## src/rtl/iob_cpu_bus_splitter_if.sv

```systemverilog
// PicoRV32-style native memory port between the CPU core and the bus splitter.
// The CPU is the master (issues requests); the splitter is the slave (answers).
interface iob_cpu_bus_splitter_if #(
    parameter int ADDR_W = 32,
    parameter int DATA_W = 32
);
    logic                  cpu_valid;
    logic                  cpu_instr;
    logic [ADDR_W-1:0]     cpu_addr;
    logic [DATA_W-1:0]     cpu_wdata;
    logic [DATA_W/8-1:0]   cpu_wstrb;
    logic [DATA_W-1:0]     cpu_rdata;
    logic                  cpu_ready;

    modport master (
        output cpu_valid, cpu_instr, cpu_addr, cpu_wdata, cpu_wstrb,
        input  cpu_rdata, cpu_ready
    );

    modport slave (
        input  cpu_valid, cpu_instr, cpu_addr, cpu_wdata, cpu_wstrb,
        output cpu_rdata, cpu_ready
    );
endinterface

```

## src/rtl/iob_cpu_bus_splitter.sv

```systemverilog
// Registered splitter from the CPU native port to one instruction bus and
// N_DBUS data buses. One transaction in flight, programmable timeout with a
// sticky record of the first failing address.
module iob_cpu_bus_splitter #(
    parameter int ADDR_W    = 32,
    parameter int DATA_W    = 32,
    parameter int N_DBUS    = 2,
    parameter int TIMEOUT_W = 8,
    localparam int STRB_W   = DATA_W / 8,
    localparam int SEL_W    = (N_DBUS > 1) ? $clog2(N_DBUS) : 1,
    localparam int REQ_W    = 1 + ADDR_W + DATA_W + STRB_W,
    localparam int RESP_W   = DATA_W + 1
) (
    input  logic                       clk,
    input  logic                       rst,
    iob_cpu_bus_splitter_if.slave      cpu,
    output logic [REQ_W-1:0]           ibus_req,
    input  logic [RESP_W-1:0]          ibus_resp,
    output logic [N_DBUS*REQ_W-1:0]    dbus_req,
    input  logic [N_DBUS*RESP_W-1:0]   dbus_resp,
    input  logic [TIMEOUT_W-1:0]       timeout_lim,
    output logic                       err,
    output logic [ADDR_W-1:0]          err_addr,
    input  logic                       err_clr
);

    typedef enum logic [1:0] {S_IDLE, S_BUSY, S_RESP} state_t;

    state_t                 state_q, state_d;
    logic [TIMEOUT_W-1:0]   cnt_q, cnt_d, cnt_inc;
    logic                   tmo_hit;

    // Captured request (valid from the first BUSY cycle on)
    logic                   instr_p1;
    logic [ADDR_W-1:0]      addr_p1;
    logic [DATA_W-1:0]      wdata_p1;
    logic [STRB_W-1:0]      wstrb_p1;
    logic [SEL_W-1:0]       sel_p1;
    // Captured response data, presented in RESP
    logic [DATA_W-1:0]      rdata_p2;

    logic [SEL_W-1:0]       sel_in;
    logic                   sel_bad;
    logic [RESP_W-1:0]      tgt_resp;
    logic                   tgt_ready;
    logic [DATA_W-1:0]      tgt_rdata;
    logic                   capture;
    logic                   rdata_ld;
    logic [DATA_W-1:0]      rdata_nxt;
    logic                   err_set;
    logic [ADDR_W-1:0]      err_addr_nxt;

    // Decode the data-bus channel from the top address bits of the incoming request
    always_comb begin
        sel_in  = (N_DBUS == 1) ? '0 : cpu.cpu_addr[ADDR_W-1 -: SEL_W];
        sel_bad = !cpu.cpu_instr && (32'(sel_in) >= 32'(N_DBUS));
    end

    // Pick the response of the bus owning the transaction; other buses are ignored
    always_comb begin
        tgt_resp = '0;
        if (instr_p1) begin
            tgt_resp = ibus_resp;
        end else begin
            for (int k = 0; k < N_DBUS; k++) begin
                if (sel_p1 == SEL_W'(k)) tgt_resp = dbus_resp[k*RESP_W +: RESP_W];
            end
        end
        tgt_ready = tgt_resp[0];
        tgt_rdata = tgt_resp[RESP_W-1:1];
    end

    // Counter value for this BUSY cycle (saturating) and the limit compare
    always_comb begin
        cnt_inc = (&cnt_q) ? cnt_q : cnt_q + TIMEOUT_W'(1);
        tmo_hit = (timeout_lim != '0) && (cnt_inc == timeout_lim);
    end

    // Next-state and transaction control
    always_comb begin
        state_d      = state_q;
        cnt_d        = cnt_q;
        capture      = 1'b0;
        rdata_ld     = 1'b0;
        rdata_nxt    = '0;
        err_set      = 1'b0;
        err_addr_nxt = addr_p1;
        case (state_q)
            S_IDLE: begin
                if (cpu.cpu_valid) begin
                    capture = 1'b1;
                    cnt_d   = '0;
                    if (sel_bad) begin
                        // Unmapped channel: answer immediately with zero data and flag it
                        state_d      = S_RESP;
                        rdata_ld     = 1'b1;
                        err_set      = 1'b1;
                        err_addr_nxt = cpu.cpu_addr;
                    end else begin
                        state_d = S_BUSY;
                    end
                end
            end
            S_BUSY: begin
                cnt_d = cnt_inc;
                if (tgt_ready) begin
                    state_d   = S_RESP;
                    rdata_ld  = 1'b1;
                    rdata_nxt = tgt_rdata;
                end else if (tmo_hit) begin
                    state_d  = S_RESP;
                    rdata_ld = 1'b1;
                    err_set  = 1'b1;
                end
            end
            S_RESP:  state_d = S_IDLE;
            default: state_d = S_IDLE;
        endcase
    end

    // Control state, timeout counter and sticky error record
    always_ff @(posedge clk or posedge rst) begin
        if (rst) begin
            state_q  <= S_IDLE;
            cnt_q    <= '0;
            err      <= 1'b0;
            err_addr <= '0;
        end else begin
            state_q <= state_d;
            cnt_q   <= cnt_d;
            if (err_clr) begin
                err      <= 1'b0;
                err_addr <= '0;
            end else if (err_set && !err) begin
                err      <= 1'b1;
                err_addr <= err_addr_nxt;
            end
        end
    end

    // Request/response data registers; outputs are gated by state, so no reset needed
    always_ff @(posedge clk) begin
        if (capture) begin
            instr_p1 <= cpu.cpu_instr;
            addr_p1  <= cpu.cpu_addr;
            wdata_p1 <= cpu.cpu_wdata;
            wstrb_p1 <= cpu.cpu_wstrb;
            sel_p1   <= sel_in;
        end
        if (rdata_ld) rdata_p2 <= rdata_nxt;
    end

    // Drive only the owning bus while BUSY; every other request stays all-zero
    always_comb begin
        ibus_req = '0;
        dbus_req = '0;
        if (state_q == S_BUSY) begin
            if (instr_p1) begin
                ibus_req = {1'b1, addr_p1, wdata_p1, wstrb_p1};
            end else begin
                for (int k = 0; k < N_DBUS; k++) begin
                    if (sel_p1 == SEL_W'(k)) dbus_req[k*REQ_W +: REQ_W] = {1'b1, addr_p1, wdata_p1, wstrb_p1};
                end
            end
        end
    end

    assign cpu.cpu_ready = (state_q == S_RESP);
    assign cpu.cpu_rdata = (state_q == S_RESP) ? rdata_p2 : '0;

endmodule

```

## src/flat_wrapper.sv

```systemverilog
// flat-port wrapper written by rule: the top's interface ports become plain ports
module iob_cpu_bus_splitter_flat 
#(
    parameter int ADDR_W    = 32,
    parameter int DATA_W    = 32,
    parameter int N_DBUS    = 2,
    parameter int TIMEOUT_W = 8,
    localparam int STRB_W   = DATA_W / 8,
    localparam int SEL_W    = (N_DBUS > 1) ? $clog2(N_DBUS) : 1,
    localparam int REQ_W    = 1 + ADDR_W + DATA_W + STRB_W,
    localparam int RESP_W   = DATA_W + 1
)
  (clk, rst, ibus_req, ibus_resp, dbus_req, dbus_resp, timeout_lim, err, err_addr, err_clr, cpu_cpu_valid, cpu_cpu_instr, cpu_cpu_addr, cpu_cpu_wdata, cpu_cpu_wstrb, cpu_cpu_rdata, cpu_cpu_ready);
  iob_cpu_bus_splitter_if #(.ADDR_W(ADDR_W), .DATA_W(DATA_W)) cpu_i ();
  input  logic clk;
  input  logic rst;
  output logic [REQ_W-1:0] ibus_req;
  input  logic [RESP_W-1:0] ibus_resp;
  output logic [N_DBUS*REQ_W-1:0] dbus_req;
  input  logic [N_DBUS*RESP_W-1:0] dbus_resp;
  input  logic [TIMEOUT_W-1:0] timeout_lim;
  output logic err;
  output logic [ADDR_W-1:0] err_addr;
  input  logic err_clr;
  input wire logic [$bits(cpu_i.cpu_valid)-1:0] cpu_cpu_valid;
  input wire logic [$bits(cpu_i.cpu_instr)-1:0] cpu_cpu_instr;
  input wire logic [$bits(cpu_i.cpu_addr)-1:0] cpu_cpu_addr;
  input wire logic [$bits(cpu_i.cpu_wdata)-1:0] cpu_cpu_wdata;
  input wire logic [$bits(cpu_i.cpu_wstrb)-1:0] cpu_cpu_wstrb;
  output wire logic [$bits(cpu_i.cpu_rdata)-1:0] cpu_cpu_rdata;
  output wire logic [$bits(cpu_i.cpu_ready)-1:0] cpu_cpu_ready;
  assign cpu_i.cpu_valid = cpu_cpu_valid;
  assign cpu_i.cpu_instr = cpu_cpu_instr;
  assign cpu_i.cpu_addr = cpu_cpu_addr;
  assign cpu_i.cpu_wdata = cpu_cpu_wdata;
  assign cpu_i.cpu_wstrb = cpu_cpu_wstrb;
  assign cpu_cpu_rdata = cpu_i.cpu_rdata;
  assign cpu_cpu_ready = cpu_i.cpu_ready;
  iob_cpu_bus_splitter #(.ADDR_W(ADDR_W), .DATA_W(DATA_W), .N_DBUS(N_DBUS), .TIMEOUT_W(TIMEOUT_W)) u_core (.clk(clk), .rst(rst), .cpu(cpu_i), .ibus_req(ibus_req), .ibus_resp(ibus_resp), .dbus_req(dbus_req), .dbus_resp(dbus_resp), .timeout_lim(timeout_lim), .err(err), .err_addr(err_addr), .err_clr(err_clr));
endmodule
```

## config.mk

```make
export PLATFORM = sky130hd
export DESIGN_NAME = iob_cpu_bus_splitter_flat
export DESIGN_NICKNAME = d
export VERILOG_FILES = /design/src/rtl/iob_cpu_bus_splitter_if.sv /design/src/rtl/iob_cpu_bus_splitter.sv /design/src/flat_wrapper.sv
export SDC_FILE = /design/constraint.sdc
export NUM_CORES = 1
export LEC_CHECK = 0
export BUFFER_PORTS_ARGS = -buffer_cell sky130_fd_sc_hd__buf_2
export CAP_MARGIN = 20
export CORE_AREA = 5 5 171 173
export CTS_CLUSTER_DIAMETER = 120
export DETAILED_ROUTE_END_ITERATION = 16
export DIE_AREA = 0 0 176 178
export GPL_ROUTABILITY_DRIVEN = 0
export SYNTH_ARGS = -nofsm -noshare
export SYNTH_HDL_FRONTEND = slang
export SYNTH_SLANG_ARGS = --single-unit
```

## constraint.sdc

```tcl
create_clock -name clk -period 5.2 [get_ports clk]
set_input_delay 1.04 -clock clk [delete_from_list [all_inputs] [get_ports clk]]
set_output_delay 1.04 -clock clk [all_outputs]
set_load 0.02 [all_outputs]
```

==> metrics.md <==
| Metric | Value |
|---|---|
| Status | `complete, no violations` |
| Die area | `31,300 um2` |
| Maximum VDD drop | `0.000173 V` |
| Post-CTS Hold Fix Bufs | `0` |
| Die Wd | `176 um` |
| Max Clk Rate | `269 MHz` |
| Worst Path Max Fanout | `34` |
| Initial Util | `29.2%` |
| Synth Flop Type | `edfxtp_1` |
| Setup WS pre-CTS | `1.75 ns` |
| Vias | `7,531` |
| Drt drc | `0` |
| Wirelength, routed | `32.0 mm` |
| Largest net degree at the start of global routing | `101` |
| Final Worst Setup Slack | `1.48 ns` |
| Seq pwr share | `36.1%` |
| Synth cell types | `55` |
| Via/cell ratio | `4.83` |
| Worst setup path startpoint | `u_core.state_q[0]$_DFFE_PP0P_` |
| Share of layout cells above drive strength 1 | `42.3%` |
| Register-to-Register Path Depth | `10` |
| Worst-Skew Late Latency | `0.42 ns` |
| Core Area | `27,500 um2` |
| Tmin final | `3.72 ns` |
| Vias in the first global route | `7,539` |
| Post-synth EDFFs | `101` |
| Worst reg-to-reg setup slack | `1.73 ns` |
| Cells after synthesis | `792` |
| Final count of negative-setup-slack endpoints | `0` |
| Period utilisation layout | `71.6%` |
| Post-layout util | `40.3%` |
| Reg2reg start | `u_core.cnt_q[0]$_DFFE_PP0P_` |
| P_int | `2.84 mW` |
| Htree depth | `4` |
| Post-synthesis sequential area ratio | `51.1%` |
| CTS Buf Count | `17` |
| Kind of critical path | `flip-flop to output port` |
| Final Max Slew Viols | `0` |
| Area contributors post-synth | `edfxtp_1 38%, dfrtp_1 13%, and2_1 13%, and3_1 5.5%, a21oi_1 4.4%` |
| Fraction of registers with async set/reset | `29.9%` |
| Commonest non-fill, non-tap cell in the layout | `buf_2` |
| Required time worst endpoint | `4.16 ns` |
| Tot Pwr | `4.68 mW` |
| Num ports | `453` |
| Power density over the cells | `423 nW/um2` |
| Leakage | `5.61 nW` |
| Initial antenna violation count | `2` |
| DR WL/cell | `20.5 um` |
| Crit. End Element | `output port` |
| Hold Path Class | `primary input to asynchronous set/reset pin` |
| DP Area | `10,400 um2` |
| Crit path DAT | `2.68 ns` |
| Input/output buffers | `451` |
| Max-Cap Viols | `0` |
| Clock root cell | `clkbuf_16` |
| 1st-iter DRT viols | `472` |
| Net load switching power | `1.84 mW` |
| Routed Antenna Nets | `0` |
| Clock power frac | `28.2%` |
| Most frequent cells in the layout | `451 x buf_2, 167 x and2_1, 101 x edfxtp_1, 74 x nor2_1` |
| Total gr overflow | `0` |
| Startpoint Class | `flip-flop` |
| Combinational share of power | `35.7%` |
| Filler instances | `2,756` |
| Seq. cell area | `4110 um2` |
| Max Clock Skew | `0.0120 ns` |
| Post-CTS setup buffers | `0` |
| Mapped Avg Cell Area | `10.1 um2` |
| First-pass GRT wire length | `46.4 mm` |
| Total Routing Usage GR | `19.5%` |
| Synth-to-Final Area Change | `37.8%` |
| Post-CTS resize count | `0` |
| Nets | `1,381` |
| N_diodes | `0` |
| CTS tree | `yes` |
| Clock sinks | `144` |
| Max clock buf depth | `2` |
| RSZ-0062 raised after global routing | `no` |
| Synth area leader | `edfxtp_1` |
| Die Span Y | `178 um` |
| Clock-pin transition on the worst setup and hold timing paths | `0.07 ns` |
| Drt pass-1 iters | `4` |
| Synth Net Count | `973` |
| Flops & latches, synth | `144` |
| RR Endpoint | `u_core.rdata_p2[21]$_SDFFCE_PN0P_` |
| Setup TNS | `0 ns` |
| Worst-Margin Slew | `1.07 ns` |
| Sw frac | `39.3%` |
| Rows | `61` |
| Post-Syn Area | `8030 um2` |
| Synth top area share | `37.8%` |
| Endpoints failing hold | `0` |
| Multi-input logic area | `3460 um2` |
| Final Instance Area | `11,100 um2` |
| Syn. warnings | `0` |
| Hpwl dp | `23.6 mm` |
| Max_slew headroom | `28.6%` |
## state kept, by name, indices dropped and copies added, names as in the netlist
register / flops
u_core.cnt_q: 8
u_core.err_addr: 32
u_core.wdata_p1: 32
u_core.instr_p1: 1
u_core.rdata_p2: 32
u_core.wstrb_p1: 4
u_core.state_q: 2
u_core.err: 1
u_core.addr_p1: 32
## through the flow
stage	hold slack, ns	cells
after detailed placement	0.531	1524
final	0.493	1559
after floorplan	0.549	792
after global placement	0.521	1524
after global routing	0.481	1559
after CTS	0.541	1556
## power groups by stage
stage / combinational [mW] / sequential [mW] / clock [mW]
final: 1.67 / 1.69 / 1.32
after CTS: 1.67 / 1.69 / 1.37
after detailed placement: 1.67 / 1.71 / 0
after global placement: 1.65 / 1.70 / 0
after floorplan: 1.17 / 1.57 / 0
after global routing: 1.82 / 1.71 / 1.40
## cells by family (layout without fill, tap and decap cells)
kind of cell	count (synthesis)	count (layout)	synth area share, %
and+or+nand+nor	385	385	27.5
other	1	1	0.0467
buffers and inverters	82	503	6.28
DFF	144	144	51.1
xor gates and xnor gates	9	9	0.981
adders and majority gates	1	1	0.156
muxes	33	33	4.11
AOI/OAI and AO/OA	137	137	9.75
## worst max path at each step
stage                                              to  slack [ns]  depth (start not counted)
floorplan                 u_core.addr_p1[0]$_DFFE_PP_        0.63                          2
global placement    u_core.rdata_p2[23]$_SDFFCE_PN0P_        1.85                         10
detailed placement  u_core.rdata_p2[23]$_SDFFCE_PN0P_        1.75                         10
CTS                                       ibus_req[4]        1.46                          5
global route                              ibus_req[3]        1.22                          5
finish                                    ibus_req[4]        1.48                          5
## worst max-delay path, stage by stage (launching register included)
cell     delay, ns
dfrtp_1       0.70
inv_1         0.17
nor2_4        0.63
buf_4         0.38
and3_1        0.19
buf_2         0.17
## per-layer routing
metal | track usage (%) | wire, um | vias up
met2 | 35.1 | 16200 | 348
met4 | 4.68 | 442 | 0
met5 | 0 | 0 | -
met1 | 23.6 | 13000 | 3558
met3 | 4.56 | 2380 | 21
li1 | - | - | 3604
## Yosys cell counts, types with 2 or more instances
| cell type | count |
|---|---|
| clkbuf_8 | 6 |
| edfxtp_1 | 101 |
| dfrtp_1 | 43 |
| buf_1 | 4 |
| nor3b_1 | 2 |
| nand4_1 | 35 |
| buf_2 | 3 |
| buf_4 | 5 |
| and2_1 | 167 |
| a21oi_1 | 70 |
| nand3_4 | 2 |
| buf_6 | 7 |
| inv_1 | 3 |
| and3_1 | 70 |
| a311oi_1 | 4 |
| clkbuf_2 | 5 |
| nand2b_1 | 2 |
| a22o_1 | 2 |
| xnor2_1 | 8 |
| o21a_1 | 2 |
| nor2b_1 | 2 |
| clkbuf_1 | 45 |
| o31ai_1 | 2 |
| nor3_1 | 7 |
| a31oi_1 | 4 |
| nand3_1 | 4 |
| buf_12 | 3 |
| o21bai_1 | 2 |
| nand2_1 | 9 |
| nor2_1 | 77 |
| mux2i_1 | 33 |
| o21ai_0 | 40 |
## final cells by class
type	count	share of cell area [%]
inverter	3	0.102
clock buffer	20	3.95
timing repair buffer	468	22.0
multi-input combinational	566	31.2
tap	346	3.91
clock inverter	12	1.65
sequential	144	37.1
(Power assumes the default switching activity.)
